## config.mk

```make
export PLATFORM = sky130hd
export DESIGN_NAME = vending_machine_multi_flat
export DESIGN_NICKNAME = d
export VERILOG_FILES = /design/src/rtl/vm_multi_pkg.sv /design/src/rtl/vending_machine_multi_if.sv /design/src/rtl/vm_coin_credit.sv /design/src/rtl/vending_machine_multi.sv /design/src/flat_wrapper.sv
export SDC_FILE = /design/constraint.sdc
export NUM_CORES = 1
export LEC_CHECK = 0
export BUFFER_PORTS_ARGS = -buffer_cell sky130_fd_sc_hd__buf_2
export CELL_PAD_IN_SITES_DETAIL_PLACEMENT = 2
export CELL_PAD_IN_SITES_GLOBAL_PLACEMENT = 2
export CORE_ASPECT_RATIO = 1.25
export CORE_MARGIN = 4
export CORE_UTILIZATION = 35
export DETAILED_ROUTE_END_ITERATION = 10
export PLACE_DENSITY = 0.82
export SYNTH_ARGS = -nofsm -noshare
export SYNTH_HDL_FRONTEND = slang
export SYNTH_SLANG_ARGS = --single-unit
```

## constraint.sdc

```tcl
create_clock -name clk -period 3.45 [get_ports clk]
set_input_delay 0.1725 -clock clk [delete_from_list [all_inputs] [get_ports clk]]
set_output_delay 0.1725 -clock clk [all_outputs]
set_load 0.02 [all_outputs]
```

## src/rtl/vm_multi_pkg.sv

```systemverilog
// Shared types and helpers for the multi-product vending controller:
// coin codes, FSM/credit-op encodings, coin value and can price functions.
package vm_multi_pkg;

    localparam logic [1:0] COIN_NONE    = 2'b00;
    localparam logic [1:0] COIN_NICKEL  = 2'b01;
    localparam logic [1:0] COIN_DIME    = 2'b10;
    localparam logic [1:0] COIN_QUARTER = 2'b11;

    typedef enum logic [1:0] {
        COLLECT = 2'd0,
        CHOOSE  = 2'd1,
        VEND    = 2'd2,
        CHANGE  = 2'd3
    } state_e;

    typedef enum logic [1:0] {
        CR_HOLD = 2'd0,
        CR_ADD  = 2'd1,
        CR_SUB  = 2'd2,
        CR_DEC  = 2'd3
    } credit_op_e;

    function automatic logic [2:0] coin_value(input logic [1:0] code);
        case (code)
            COIN_NICKEL:  return 3'd1;
            COIN_DIME:    return 3'd2;
            COIN_QUARTER: return 3'd5;
            default:      return 3'd0;
        endcase
    endfunction

    // Only meaningful for k >= 1; callers gate k == 0 separately.
    function automatic int unsigned can_price(input int unsigned k,
                                              input int unsigned base_price,
                                              input int unsigned price_step);
        return base_price + (k - 1) * price_step;
    endfunction

endpackage

```

## src/rtl/vending_machine_multi_if.sv

```systemverilog
// Coin acceptor / selection / actuator signals of the vending controller.
// The master drives the customer-side inputs, the slave is the controller.
interface vending_machine_multi_if #(
    parameter int unsigned NUM_CANS = 3,
    parameter int unsigned CREDIT_W = 5
);
    localparam int unsigned CAN_W = $clog2(NUM_CANS + 1);

    logic [1:0]          coin_in;
    logic                choose;
    logic [CAN_W-1:0]    can_choice;
    logic                cancel;
    logic [CAN_W-1:0]    can_out;
    logic                vend_valid;
    logic                change_out;
    logic                eject_out;
    logic                short_credit;
    logic [CREDIT_W-1:0] credit;

    modport master (
        output coin_in, choose, can_choice, cancel,
        input  can_out, vend_valid, change_out, eject_out, short_credit, credit
    );

    modport slave (
        input  coin_in, choose, can_choice, cancel,
        output can_out, vend_valid, change_out, eject_out, short_credit, credit
    );

endinterface

```

## src/rtl/vm_coin_credit.sv

```systemverilog
// Coin register and bounded credit counter. The FSM picks the counter op;
// this block decides whether the registered coin is accepted or rejected.
module vm_coin_credit
    import vm_multi_pkg::*;
#(
    parameter int unsigned MAX_CREDIT = 20,
    parameter int unsigned CREDIT_W   = 5
) (
    input  logic                clk,
    input  logic                rst_n,
    input  logic [1:0]          coin_in,
    input  credit_op_e          op,
    input  logic [CREDIT_W-1:0] price,
    output logic [CREDIT_W-1:0] credit,
    output logic [CREDIT_W-1:0] credit_post_add,
    output logic                coin_reject
);
    localparam int unsigned SUM_W = CREDIT_W + 1;

    logic [1:0]          coin_q;
    logic [1:0]          coin_d;
    logic [CREDIT_W-1:0] credit_q;
    logic [CREDIT_W-1:0] credit_d;
    logic [SUM_W-1:0]    sum;
    logic                fits;

    // Extra bit keeps the ceiling compare honest when the add wraps CREDIT_W.
    assign sum  = {1'b0, credit_q} + SUM_W'(coin_value(coin_q));
    assign fits = (sum <= SUM_W'(MAX_CREDIT));

    always_comb begin
        coin_d          = coin_in;
        credit_post_add = fits ? sum[CREDIT_W-1:0] : credit_q;
        coin_reject     = (coin_q != COIN_NONE) && !((op == CR_ADD) && fits);
        credit_d        = credit_q;
        case (op)
            CR_ADD:  credit_d = credit_post_add;
            CR_SUB:  credit_d = credit_q - price;
            CR_DEC:  credit_d = credit_q - CREDIT_W'(1);
            default: credit_d = credit_q;
        endcase
    end

    always_ff @(posedge clk or negedge rst_n) begin
        if (!rst_n) begin
            coin_q   <= COIN_NONE;
            credit_q <= '0;
        end else begin
            coin_q   <= coin_d;
            credit_q <= credit_d;
        end
    end

    assign credit = credit_q;

endmodule

```

## src/rtl/vending_machine_multi.sv

```systemverilog
// Multi-product vending controller: credit counter plus a four-state vend FSM
// with registered Moore outputs and serial nickel change return.
module vending_machine_multi
    import vm_multi_pkg::*;
#(
    parameter int unsigned NUM_CANS   = 3,
    parameter int unsigned BASE_PRICE = 3,
    parameter int unsigned PRICE_STEP = 1,
    parameter int unsigned MAX_CREDIT = 20,
    parameter int unsigned CREDIT_W   = 5
) (
    input  logic                    clk,
    input  logic                    async_reset_n,
    vending_machine_multi_if.slave  vm
);
    localparam int unsigned CAN_W   = $clog2(NUM_CANS + 1);
    localparam int unsigned PRICE_W = CREDIT_W + 1;

    state_e              state_q, state_d;
    logic [CAN_W-1:0]    can_out_q, can_out_d;
    logic                vend_valid_q, vend_valid_d;
    logic                change_out_q, change_out_d;
    logic                eject_q, eject_d;
    logic                short_q, short_d;

    credit_op_e          cr_op;
    logic [CREDIT_W-1:0] credit;
    logic [CREDIT_W-1:0] credit_post_add;
    logic                coin_reject;
    logic [PRICE_W-1:0]  price;
    logic                code_valid;

    assign price      = PRICE_W'(can_price(32'(vm.can_choice), BASE_PRICE, PRICE_STEP));
    assign code_valid = (vm.can_choice != '0) && (32'(vm.can_choice) <= NUM_CANS);

    vm_coin_credit #(
        .MAX_CREDIT (MAX_CREDIT),
        .CREDIT_W   (CREDIT_W)
    ) u_coin_credit (
        .clk             (clk),
        .rst_n           (async_reset_n),
        .coin_in         (vm.coin_in),
        .op              (cr_op),
        .price           (price[CREDIT_W-1:0]),
        .credit          (credit),
        .credit_post_add (credit_post_add),
        .coin_reject     (coin_reject)
    );

    always_comb begin
        state_d   = state_q;
        cr_op     = CR_HOLD;
        can_out_d = '0;
        short_d   = 1'b0;
        case (state_q)
            COLLECT: begin
                cr_op = CR_ADD;
                if (vm.cancel && (credit != '0)) begin
                    state_d = CHANGE;
                end else if (vm.choose && (credit_post_add != '0)) begin
                    state_d = CHOOSE;
                end
            end
            CHOOSE: begin
                if (vm.cancel) begin
                    state_d = CHANGE;
                end else if (code_valid) begin
                    if ({1'b0, credit} >= price) begin
                        cr_op     = CR_SUB;
                        can_out_d = vm.can_choice;
                        state_d   = VEND;
                    end else begin
                        short_d = 1'b1;
                        state_d = COLLECT;
                    end
                end
            end
            VEND: state_d = (credit != '0) ? CHANGE : COLLECT;
            CHANGE: begin
                cr_op = CR_DEC;
                if (credit <= CREDIT_W'(1)) state_d = COLLECT;
            end
            default: state_d = COLLECT;
        endcase
        // Outputs are registered against the next state so they line up with it.
        vend_valid_d = (state_d == VEND);
        change_out_d = (state_d == CHANGE);
        eject_d      = coin_reject;
    end

    always_ff @(posedge clk or negedge async_reset_n) begin
        if (!async_reset_n) begin
            state_q      <= COLLECT;
            can_out_q    <= '0;
            vend_valid_q <= 1'b0;
            change_out_q <= 1'b0;
            eject_q      <= 1'b0;
            short_q      <= 1'b0;
        end else begin
            state_q      <= state_d;
            can_out_q    <= can_out_d;
            vend_valid_q <= vend_valid_d;
            change_out_q <= change_out_d;
            eject_q      <= eject_d;
            short_q      <= short_d;
        end
    end

    assign vm.can_out      = can_out_q;
    assign vm.vend_valid   = vend_valid_q;
    assign vm.change_out   = change_out_q;
    assign vm.eject_out    = eject_q;
    assign vm.short_credit = short_q;
    assign vm.credit       = credit;

endmodule

```

## src/flat_wrapper.sv

```systemverilog
// flat-port wrapper written by rule: the top's interface ports become plain ports
module vending_machine_multi_flat import vm_multi_pkg::*;
#(
    parameter int unsigned NUM_CANS   = 3,
    parameter int unsigned BASE_PRICE = 3,
    parameter int unsigned PRICE_STEP = 1,
    parameter int unsigned MAX_CREDIT = 20,
    parameter int unsigned CREDIT_W   = 5
)
  (clk, async_reset_n, vm_coin_in, vm_choose, vm_can_choice, vm_cancel, vm_can_out, vm_vend_valid, vm_change_out, vm_eject_out, vm_short_credit, vm_credit);
  vending_machine_multi_if #(.NUM_CANS(NUM_CANS), .CREDIT_W(CREDIT_W)) vm_i ();
  input  logic clk;
  input  logic async_reset_n;
  input wire logic [$bits(vm_i.coin_in)-1:0] vm_coin_in;
  input wire logic [$bits(vm_i.choose)-1:0] vm_choose;
  input wire logic [$bits(vm_i.can_choice)-1:0] vm_can_choice;
  input wire logic [$bits(vm_i.cancel)-1:0] vm_cancel;
  output wire logic [$bits(vm_i.can_out)-1:0] vm_can_out;
  output wire logic [$bits(vm_i.vend_valid)-1:0] vm_vend_valid;
  output wire logic [$bits(vm_i.change_out)-1:0] vm_change_out;
  output wire logic [$bits(vm_i.eject_out)-1:0] vm_eject_out;
  output wire logic [$bits(vm_i.short_credit)-1:0] vm_short_credit;
  output wire logic [$bits(vm_i.credit)-1:0] vm_credit;
  assign vm_i.coin_in = vm_coin_in;
  assign vm_i.choose = vm_choose;
  assign vm_i.can_choice = vm_can_choice;
  assign vm_i.cancel = vm_cancel;
  assign vm_can_out = vm_i.can_out;
  assign vm_vend_valid = vm_i.vend_valid;
  assign vm_change_out = vm_i.change_out;
  assign vm_eject_out = vm_i.eject_out;
  assign vm_short_credit = vm_i.short_credit;
  assign vm_credit = vm_i.credit;
  vending_machine_multi #(.NUM_CANS(NUM_CANS), .BASE_PRICE(BASE_PRICE), .PRICE_STEP(PRICE_STEP), .MAX_CREDIT(MAX_CREDIT), .CREDIT_W(CREDIT_W)) u_core (.clk(clk), .async_reset_n(async_reset_n), .vm(vm_i));
endmodule
```

# Word level (Yosys, flattened, before mapping)
# Cells that the tools add are included.
op_classes:
  add_sub_neg: 5
  order_cmp: 3
  eq_ne: 11
  muxes: 22
  n_reduce_logical: 11
op_table:
  columns: ["operator", "n"]
  rows:
  - ["2-bit 2-to-1 mux", 13]
  - ["2-bit == test (second input constant)", 8]
  - ["5-bit case mux with 3 select lines", 1]
  - ["5-bit nonzero test", 2]
  - ["3-bit case mux with 3 select lines", 1]
  - ["2-bit case mux with 4 select lines", 1]
  - ["2-bit by 6-bit adder with 6-bit output (first input constant)", 1]
  - ["5-bit by 3-bit adder with 6-bit output", 1]
  - ["2-bit by 1-bit == test with 1-bit output (second input constant)", 3]
  - ["5-bit by 6-bit >= comparator with 1-bit output", 1]
  - ["6-bit by 5-bit less-or-equal comparator with 1-bit output (second input constant)", 1]
  - ["2-bit case mux with 3 select lines", 1]
  - ["5-bit by 1-bit less-or-equal comparator with 1-bit output (second input constant)", 1]
  - ["5-bit 2-to-1 mux", 1]
  - ["5-bit by 1-bit subtractor with 5-bit output (second input constant)", 1]
  - ["5-bit subtractor", 1]
  - ["1-bit logical AND", 4]
  - ["1-bit 2-to-1 mux", 4]
  - ["2-bit nonzero test", 2]
  - ["3-bit nonzero test", 1]
  - ["2-bit by 1-bit subtractor with 3-bit output (second input constant)", 1]
  - ["2-bit logical NOT", 1]
  - ["1-bit logical NOT", 1]
totals:
  reg_bits: 15
  input_bits: 8
  output_inout_bits: 11
  word_cells: 60

# Depth between registers and ports, before layout
# Gate-level depths: netlist of run 1.
logic_depth:
  word_depth: 11
  mapped_depth: 12
  depth_no_buf: 11

# Hierarchy
# From an unflattened synthesis of run 1, not the netlist that was laid out.
hier_totals:
  hier_cells: 156
  area_unflattened_um2: 1407.6
by_module_without_submodules:
  columns: ["module", "n_inst", "cells_per_inst", "area_each_um2", "seq_area_each_um2"]
  rows:
  - ["vm_coin_credit", 1, 93, 812.0, 175.2]
  - ["vending_machine_multi", 1, 63, 595.6, 200.2]

# Worst setup path after synthesis of run 1
# No wires, ideal clock.
synth_timing:
  path_type: "reg2reg"
  startpoint: "register u_core.u_coin_credit.credit_q[0] (netlist: u_core.u_coin_credit.credit[0])"
  endpoint: "register u_core.u_coin_credit.credit_q[0] (netlist: u_core.u_coin_credit.credit[0])"
  setup_time_ps: 126
  arrival_time_ps: 2638
  required_time_ps: 3324
  setup_slack_ps: 686
  path_stages_with_launch: 10
  n_path_buf: 0
  synth_period_minus_slack_ps: 2764
  path_cell_list: "dfrtp_1 -> ha_1 -> inv_1 -> fa_1 -> xnor2_1 -> nand4_1 -> a32oi_2 -> mux2_1 -> and3_1 -> a221o_1"
synth_between:
  elab_chain_cells: 7
  word_cells_on_any_way: 15
synth_lines:
  columns: ["item", "line", "text"]
  rows:
  - ["start, declared", "vm_coin_credit.sv:22", "logic [CREDIT_W-1:0] credit_q;"]
  - ["start signal, assigned", "vm_coin_credit.sv:50", "credit_q <= credit_d;"]
  - ["5-bit by 6-bit >= comparator with 1-bit output", "vending_machine_multi.sv:68", "if ({1'b0, credit} >= price) begin"]
  - ["2-bit 2-to-1 mux", "vending_machine_multi.sv:68", null]
  - ["2-bit 2-to-1 mux", "vending_machine_multi.sv:67", "end else if (code_valid) begin"]
  - ["2-bit 2-to-1 mux", "vending_machine_multi.sv:65", "if (vm.cancel) begin"]
  - ["2-bit case mux with 3 select lines", "vending_machine_multi.sv:55", "case (state_q)"]
  - ["2-bit == test or 2-bit by 1-bit == test with 1-bit output (tied branches)", "vm_coin_credit.sv:36", "case (op)"]
  - ["5-bit case mux with 3 select lines or 3-bit nonzero test (tied branches)", null, null]
# Parallel ways exist; a longest one is shown, timed or not.
# A chain may end at the register's enable or synchronous reset.

# Worst setup path after layout of run 1
# Same ends and word-level chain as after synthesis.

==> results.tsv, run 1 <==
metric	value	unit
Metal-1 WL	1910	µm
initial antenna violation count	0	
area share of fa/ha/maj cells after synthesis	0.201	
CTS tree	yes	
final RePlAce weighted congestion	0.898	
Hold Crit Endpoint	u_core.u_coin_credit.coin_q[1]	
status	completed	
global route overflow	0	
Worst setup EP type	flip-flop	
FP Rows	25	
CTS sink count	15	
I/O Buffers	18	
largest net degree at the start of global routing	16	
Detailed Route Iter0 Violations	67	
Post-CTS Setup Bufs	0	
yosys warns	0	
r2r startpoint	u_core.u_coin_credit.credit[0]	
full die area	5220	µm²
reg-to-reg slack, setup	0.27	ns
Post-Synth XOR/XNOR Area	0.0546	
fill count	446	
ant diodes	0	
Syn-to-layout area delta	14.4	%
post-synthesis simple-gate area fraction	0.175	
met3 wire length	66	µm
final wirelength	4720	µm
LEAKAGE	0.785	nW
Yosys reg bits	15	
root buf cell	clkbuf_8	
vias post-DR	1305	
f_max	314	MHz
Die W	65.5	µm
most common cell after layout, fill and taps aside	ha_1	
design area	1650	µm²
HPWL after detailed placement	3800	µm
ANT nets after route	0	
hold_buf cts	1	
hold slack	0.0275	ns
max-slew violations	0	
# nets final	210	
Post-Syn Area	1440	µm²
first-pass GRT wire length	7960	µm
core area	3880	µm²
sequential area share after synthesis	0.260	
Synth Flop Type	dfrtp_1	
Final Power	1.68	mW
highest routing layer actually used	met4	
Mean Syn Cell Area	9.14	µm²
final setup violation count	0	
Register Area	375	µm²
drt pass-1 iters	4	
setup_tns	0	ns
clk slew on worst S/H paths	0.07	ns
crit path DAT	3.32	ns
Worst-Margin Slew	0.565	ns
Max Clock Skew	0.00630	ns
Cell variety after synth	53	
Post-Syn Nets	188	
Post-Synthesis Cells	158	
gr usage total	0.201	
Met2 Routed Length	2550	µm
Max-slew headroom	0.620	
H-Tree Depth	1	
power density over the cells	1020	nW/µm²
Max IR drop VDD	375	µV
most frequent cells in the layout	ha_1, buf_2, inv_1	
Period minus WS final	3.18	ns
CP required	3.59	ns
clk_lat worst skew	0.25	ns
final-report hold violation count	0	
Min-Delay Path Depth	1	
Startpoint Class	flip-flop	
Worst R2R End	u_core.u_coin_credit.credit[0]	
share of flip-flops with an asynchronous set or reset after synthesis	1.00	
Synth Area in Compound Gates	0.227	
RSZ-0062 raised after global routing	no	
post-CTS sizing	0	
die height	79.8	µm
initial core utilization	0.372	
multi-input logic area	991	µm²
Post-synth EDFFs	0	
max_cap viols	0	
Inserted Clock Buffers	3	
I/O pin count	19	
hold crit path type	in2reg	
final core occ	0.426	
number of global-route vias before repair	1560	
fraction of layout cells with a size suffix above 1	0.184	
hold_sp	vm_coin_in[1]	
mux share of post-synthesis cell area	0.0286	
R2R cell count	9	
CP Class	reg2reg	
Post-DP Area	1600	µm²
DRC errors left	0	
largest family of logic cells by synthesized area	compound AO/OA/AOI/OAI gates	
maximum fanout along the worst path	7	
clock buffer depth	2	
fin crit share	0.922	
post-DR wirelength/cell	20.2	µm
vias per cell	5.60	
==> synthesized netlist by cell type, types with 2 or more instances <==
master	n	area, µm²
nand4_1	3	18.8
nand2b_1	4	25.0
a21oi_1	9	45.0
and2_1	4	25.0
nor3_1	2	10.0
ha_1	20	250
inv_1	17	63.8
nor2b_1	2	12.5
dfrtp_1	15	375
and3_1	2	12.5
fa_1	2	40.0
a21o_1	2	15.0
mux2i_1	3	30.0
a21oi_2	2	17.5
nor4_1	2	12.5
o21ai_0	5	25.0
buf_2	2	10.0
xor2_1	2	17.5
o21ai_1	3	15.0
xnor2_1	7	61.3
a41oi_1	2	17.5
nand2_1	7	26.3
nor2_1	11	41.3
==> per-layer routing <==
| layer | vias to the layer above | track usage |
|---|---|---|
| met2 | 25 | 0.368 |
| met4 | 0 | 0.0996 |
| met3 | 14 | 0.0155 |
| met5 | - | 0 |
| li1 | 619 | - |
| met1 | 647 | 0.231 |
==> cell type report <==
cell class,instances,share of cell area
multi-input cells,123,0.600
flip-flops and latches,15,0.227
repair buffers,20,0.0652
well taps,54,0.0409
inverters,17,0.0386
clock buffers,3,0.0250
clock inverters,1,0.00303
==> how the worst max path moves through the flow <==
stage	from	end	slack, ns	cells past startpoint
after global placement	u_core.u_coin_credit.credit[1]	u_core.u_coin_credit.credit[0]	0.43	8
after CTS	u_core.u_coin_credit.credit[1]	u_core.u_coin_credit.credit[0]	0.29	8
final	u_core.u_coin_credit.credit[0]	u_core.u_coin_credit.credit[0]	0.27	9
after floorplan	u_core.u_coin_credit.credit[0]	u_core.u_coin_credit.credit[0]	0.69	9
after global routing	u_core.u_coin_credit.credit[0]	u_core.u_coin_credit.credit[0]	0.08	9
after detailed placement	u_core.u_coin_credit.credit[1]	u_core.u_coin_credit.credit[0]	0.33	8
==> report_power, final <==
part	internal (mW)	switching (mW)
Sequential	0.239	0.0970
Clock	0.0801	0.0682
Combinational	0.456	0.741
Total	0.776	0.906
==> worst max-delay path, stage by stage, from the launching register on <==
cell	delay [ns]
dfrtp_1	0.49
ha_1	0.26
inv_1	0.07
fa_1	0.46
xnor2_1	0.51
nand4_1	0.19
a32oi_2	0.30
mux2_1	0.36
and3_1	0.18
a221o_1	0.25
==> per-stage QoR <==
step / cells / setup WS, ns
3_5_place_dp: 228 / 0.328
4_1_cts: 233 / 0.294
6_report: 233 / 0.267
3_3_place_gp: 228 / 0.435
5_1_grt: 233 / 0.0779
2_1_floorplan: 158 / 0.686
==> sequential cells by signal, indices dropped and copies added, names as in the netlist <==
signal	cells
u_core.vm.short_credit	1
u_core.vm.vend_valid	1
u_core.u_coin_credit.credit	5
u_core.u_coin_credit.coin_q	2
u_core.vm.can_out	2
u_core.state_q	2
u_core.vm.eject_out	1
u_core.vm.change_out	1
==> logic make-up after synthesis <==
| logic type | after synthesis |
|---|---|
| muxes | 4 |
| and+or+nand+nor | 45 |
| adders and majority gates | 22 |
| buffers and inverters | 20 |
| DFF | 15 |
| AOI/OAI and AO/OA | 43 |
| xor gates and xnor gates | 9 |
Power figures use the tool's default switching activity.
==> run 2, diff against run 1 <==
ABC_AREA = 1   (was unset)
CORE_UTILIZATION = 33   (was 35)
==> results.tsv, run 2 <==
metric	value	unit
max-slew violations	0	
f_max	360	MHz
Mean Syn Cell Area	7.68	µm²
Max Clock Skew	0.00173	ns
clock network power share	0.087	
share of flip-flops with an asynchronous set or reset after synthesis	1.00	
LEAKAGE	0.885	nW
Post-Syn Nets	220	
NetSw	942	µW
post-synthesis simple-gate area fraction	0.302	
worst setup margin	0.676	ns
Post-Synthesis Cells	190	
ANT nets after route	0	
Post-synth EDFFs	0	
status	completed	
Die W	67.5	µm
largest family of logic cells by synthesized area	simple AND/OR/NAND/NOR gates	
HPWL after detailed placement	3610	µm
Yosys reg bits	15	
P_int	736	µW
leading cell types by count after synthesis	nand2_1, inv_1, ha_1, nand3_1, dfrtp_1	
H-Tree Depth	1	
I/O pin count	19	
clk slew on worst S/H paths	0.06	ns
number of global-route vias before repair	1525	
Post-Synth XOR/XNOR Area	0.0360	
final-report hold violation count	0	
CTS sink count	15	
final RePlAce weighted congestion	0.865	
largest net degree at the start of global routing	16	
Max IR drop VDD	403	µV
top-count cell post-synth	nand2_1	
FP Rows	26	
vias post-DR	1325	
Startpoint Class	flip-flop	
Reg with most FFs	u_core.u_coin_credit.credit	
Syn-to-layout area delta	14.1	%
Inserted Clock Buffers	3	
ant diodes	0	
max_cap viols	0	
CP Class	reg2reg	
I/O Buffers	18	
area share of fa/ha/maj cells after synthesis	0.199	
clk_lat worst skew	0.25	ns
hold slack	0.0238	ns
first-pass GRT wire length	7380	µm
vias per cell	4.94	
initial antenna violation count	0	
most frequent cells in the layout	nand2_1, inv_1, ha_1	
post-synth top area share	0.257	
Detailed Route Iter0 Violations	19	
final wirelength	4280	µm
fraction of layout cells with a size suffix above 1	0.222	
top cell type by total area after synthesis	dfrtp_1	
die height	82.3	µm
Max-slew headroom	0.724	
Post-Syn Area	1460	µm²
drt pass-1 iters	4	
pre-CTS setup slack	0.694	ns
Largest register FFs	5	
CP required	3.58	ns
Worst-Margin Slew	0.415	ns
sequential area share after synthesis	0.257	
Sw Share	0.561	
post-DR wirelength/cell	16.0	µm
Post-CTS Setup Bufs	0	
CTS tree	yes	
initial core utilization	0.350	
mux share of post-synthesis cell area	0	
Synth Area in Compound Gates	0.107	
final setup violation count	0	
root buf cell	clkbuf_8	
maximum fanout along the worst path	8	
clock buffer depth	2	
fin crit share	0.804	
power share of the combinational group	0.706	
Synth area leaders	dfrtp_1, ha_1, nand2_1	
design area	1660	µm²
RSZ-0062 raised after global routing	no	
yosys warns	0	
hold crit path type	in2reg	
core area	4160	µm²
Synth Flop Type	dfrtp_1	
most common cell after layout, fill and taps aside	nand2_1	
Worst setup EP type	flip-flop	
global route overflow	0	
Post-DP Area	1610	µm²
crit path DAT	2.91	ns
gr usage total	0.176	
DRC errors left	0	
power density over the cells	1010	nW/µm²
full die area	5560	µm²
setup_tns	0	ns
# nets final	243	
Period minus WS final	2.77	ns
Cell variety after synth	30	
Seq pwr share	0.206	
[run 2: worst paths after layout]
| check | start | to | slack [ns] | cells past startpoint |
|---|---|---|---|---|
| min in group asynchronous | async_reset_n | u_core.u_coin_credit.coin_q[0] | 0.37 | 2 |
| worst max register to register | u_core.u_coin_credit.credit[0] | u_core.u_coin_credit.credit[0] | 0.68 | 15 |
| worst min-delay path | vm_coin_in[1] | u_core.u_coin_credit.coin_q[1] | 0.02 | 1 |
| max in group asynchronous | async_reset_n | u_core.u_coin_credit.credit[3] | 2.83 | 2 |
| worst min register to register | u_core.u_coin_credit.coin_q[1] | u_core.vm.eject_out | 0.57 | 2 |
| worst max-delay path | u_core.u_coin_credit.credit[0] | u_core.u_coin_credit.credit[0] | 0.68 | 15 |
[run 2: critical path: stages, from the launching register on]
cell and delay (ns):
dfrtp_1 0.52, inv_1 0.16, ha_1 0.28, fa_1 0.43, o21ai_2 0.17, nand2_1 0.09
nand3b_1 0.11, nand3_1 0.11, nor2_1 0.18, nand2_1 0.09, o21ai_2 0.14, inv_2 0.05
nand2_1 0.11, inv_2 0.07, nand2_1 0.07, nand3_1 0.07
[run 2: area by class of cell]
type,instances,area (µm²)
repair buffers,19,100
flip-flops and latches,15,375
inverters,35,133
clock inverters,1,5.00
multi-input cells,139,940
fillers,533,2500
well taps,56,70.1
clock buffers,3,41.3
[run 2: power groups by stage]
stage          clock network [mW]  logic [mW]  registers, mW
6_report                    0.147        1.19          0.346
5_1_grt                     0.160        1.35          0.360
4_1_cts                     0.152        1.21          0.348
3_5_place_dp                    0        1.19          0.350
3_3_place_gp                    0        1.13          0.344
2_1_floorplan                   0       0.848          0.361
[run 2: through the flow]
stage / power [mW] / std cells / util
after floorplan: 1.21 / 190 / -
after global routing: 1.87 / 268 / 0.400
after global placement: 1.47 / 263 / 0.386
after CTS: 1.71 / 268 / 0.400
final: 1.68 / 268 / 0.400
after detailed placement: 1.55 / 263 / 0.386
[run 2: repair_timing]
item	CTS	global route
endpoints found under the setup margin	0	0
hold buffers	1	0
gates resized for setup	0	0
hold endpoints to repair	15	0
[run 2: layer usage]
| layer | global-route usage | routed length [µm] |
|---|---|---|
| met4 | 0.0345 | 46 |
| met1 | 0.188 | 1690 |
| met5 | 0 | 0 |
| met2 | 0.353 | 2450 |
| met3 | 0.0284 | 95 |
[run 2: cells by family (layout without fill, tap and decap cells)]
group	count (synthesis)	in the layout
AOI/OAI and AO/OA	25	25
and+or+nand+nor	86	86
buffers and inverters	36	58
DFF	15	15
xor gates and xnor gates	6	6
adders and majority gates	22	22
==> run 3, diff against run 2 <==
ABC_AREA = 0   (was 1)
CORE_UTILIZATION = 35   (was 33)
clock period = 2.56 ns   (was 3.45 ns; I/O delays follow)
==> results.tsv, run 3 (same netlist as run 1, synthesis figures left out) <==
metric	value	unit
root buf cell	clkbuf_8	
I/O pin count	19	
hold crit path type	in2reg	
fraction of layout cells with a size suffix above 1	0.361	
Worst-Margin Slew	0.414	ns
first-pass GRT wire length	8780	µm
drt pass-1 iters	4	
critical path's slowest cell	dfrtp_1	
Max Clock Skew	0.00711	ns
Period minus WS final	2.61	ns
Reg with most FFs	u_core.u_coin_credit.credit	
die height	79.8	µm
vias post-DR	1428	
Sw Share	0.509	
clock network power share	0.072	
# nets final	233	
Crit path max-delay family	adder cells	
Inst Count DP	245	
Max IR drop VDD	582	µV
Syn-to-layout area delta	34.4	%
CP required	2.70	ns
largest net degree at the start of global routing	16	
vias per cell	5.58	
final wirelength	5450	µm
ant diodes	0	
max incr delay on CP	0.43	ns
worst setup margin	-0.0481	ns
clock buffer depth	2	
Worst setup EP type	flip-flop	
P_int	1.36	mW
post-DR wirelength/cell	21.3	µm
initial core utilization	0.372	
max-slew violations	0	
most common cell after layout, fill and taps aside	buf_4	
most frequent cells in the layout	buf_4, ha_1, buf_2	
gr usage total	0.225	
critical-path cell list	ha_4, inv_2, fa_2, xnor2_4, nand4_1, a32oi_2, mux2_4, and3_4, a221o_1	
final RePlAce weighted congestion	0.849	
number of global-route vias before repair	1720	
DRC errors left	0	
H-Tree Depth	1	
f_max	383	MHz
Post-DP Area	1740	µm²
power share of the combinational group	0.783	
fin crit share	1.02	
core area	3880	µm²
CTS tree	yes	
final core occ	0.500	
maximum fanout along the worst path	4	
clk slew on worst S/H paths	0.07	ns
FP Rows	25	
final setup violation count	1	
RSZ-0062 raised after global routing	yes	
WP buf/inv	1	
power density over the cells	1420	nW/µm²
Die W	65.5	µm
setup_tns	-0.0481	ns
failing checks	negative setup slack	
Inserted Clock Buffers	3	
CP Class	reg2reg	
LEAKAGE	0.921	nW
crit path DAT	2.75	ns
full die area	5220	µm²
NetSw	1.41	mW
CTS sink count	15	
initial antenna violation count	0	
Detailed Route Iter0 Violations	27	
post-route insts no fill	256	
final-report hold violation count	0	
max_cap viols	0	
HPWL after detailed placement	4170	µm
Max-slew headroom	0.722	
status	finished, violations left	
Startpoint Class	flip-flop	
clk_lat worst skew	0.25	ns
I/O Buffers	18	
global route overflow	0	
Largest register FFs	5	
design area	1940	µm²
Seq pwr share	0.144	
Final Power	2.76	mW
ANT nets after route	0	
-- run 3: cell types whose count changed in the layout (fill, tap and decap cells not counted), sizes merged, moves of 3 or more --
| cell | previous run | this run |
|---|---|---|
| a21oi | 7 | 11 |
| and2 | 0 | 4 |
| buf | 18 | 40 |
| inv | 34 | 17 |
| mux2i | 0 | 3 |
| nand2 | 46 | 8 |
| nand2b | 0 | 4 |
| nand3 | 19 | 1 |
| nor2 | 16 | 11 |
| xnor2 | 2 | 7 |
-- run 3: through the flow --
stage               setup WS, ns  hold slack [ns]
floorplan                 0.0215           -0.168
global placement         0.00311           0.0525
detailed placement        -0.257           0.0684
CTS                      0.00766            0.152
global route              -0.156            0.175
finish                   -0.0481            0.157
-- run 3: power by group through the flow --
stage / clock (mW) / sequential [mW] / combinational [mW]
6_report: 0.200 / 0.399 / 2.16
5_1_grt: 0.218 / 0.412 / 2.34
4_1_cts: 0.205 / 0.387 / 2.04
3_5_place_dp: 0 / 0.387 / 1.90
3_3_place_gp: 0 / 0.385 / 1.77
2_1_floorplan: 0 / 0.482 / 1.11
-- run 3: what timing repair did --
| action | in CTS | in global routing |
|---|---|---|
| endpoints found under the setup margin | 1 | 8 |
| hold endpoints to repair | 17 | 0 |
| pin swaps | 3 | 4 |
| hold buffers | 3 | 0 |
| buffers inserted | 3 | 1 |
| resized for setup | 6 | 13 |
-- run 3: worst register-to-register path, stage by stage (launching register included) --
cell     delay (ns)
dfrtp_1        0.43
ha_4           0.17
inv_2          0.04
fa_2           0.40
xnor2_4        0.24
nand4_1        0.15
a32oi_2        0.27
mux2_4         0.34
and3_4         0.18
a221o_1        0.26
-- run 3: area by class of cell --
cell class | instances | area (µm²)
Inverter | 17 | 63.8
Clock buffer | 3 | 41.3
Multi-Input combinational cell | 123 | 1100
Fill cell | 438 | 1940
Clock inverter | 1 | 5.00
Tap cell | 54 | 67.6
Sequential cell | 15 | 378
Timing Repair Buffer | 43 | 285
-- run 3: worst paths after layout --
check / from / end / slack, ns / cells past startpoint
max: u_core.u_coin_credit.coin_q[0] / u_core.u_coin_credit.credit[0] / -0.05 / 9
min: vm_cancel / u_core.vm.can_out[1] / 0.16 / 2
max reg2reg: u_core.u_coin_credit.coin_q[0] / u_core.u_coin_credit.credit[0] / -0.05 / 9
min reg2reg: u_core.u_coin_credit.coin_q[1] / u_core.vm.eject_out / 0.66 / 2
max in group asynchronous: async_reset_n / u_core.u_coin_credit.credit[0] / 1.92 / 2
min in group asynchronous: async_reset_n / u_core.u_coin_credit.credit[3] / 0.35 / 2
-- run 3: metal layers --
| layer | wire length [µm] | track usage |
|---|---|---|
| met5 | 0 | 0 |
| met4 | 94 | 0.0809 |
| met3 | 105 | 0.0113 |
| met2 | 3250 | 0.459 |
| met1 | 2010 | 0.235 |
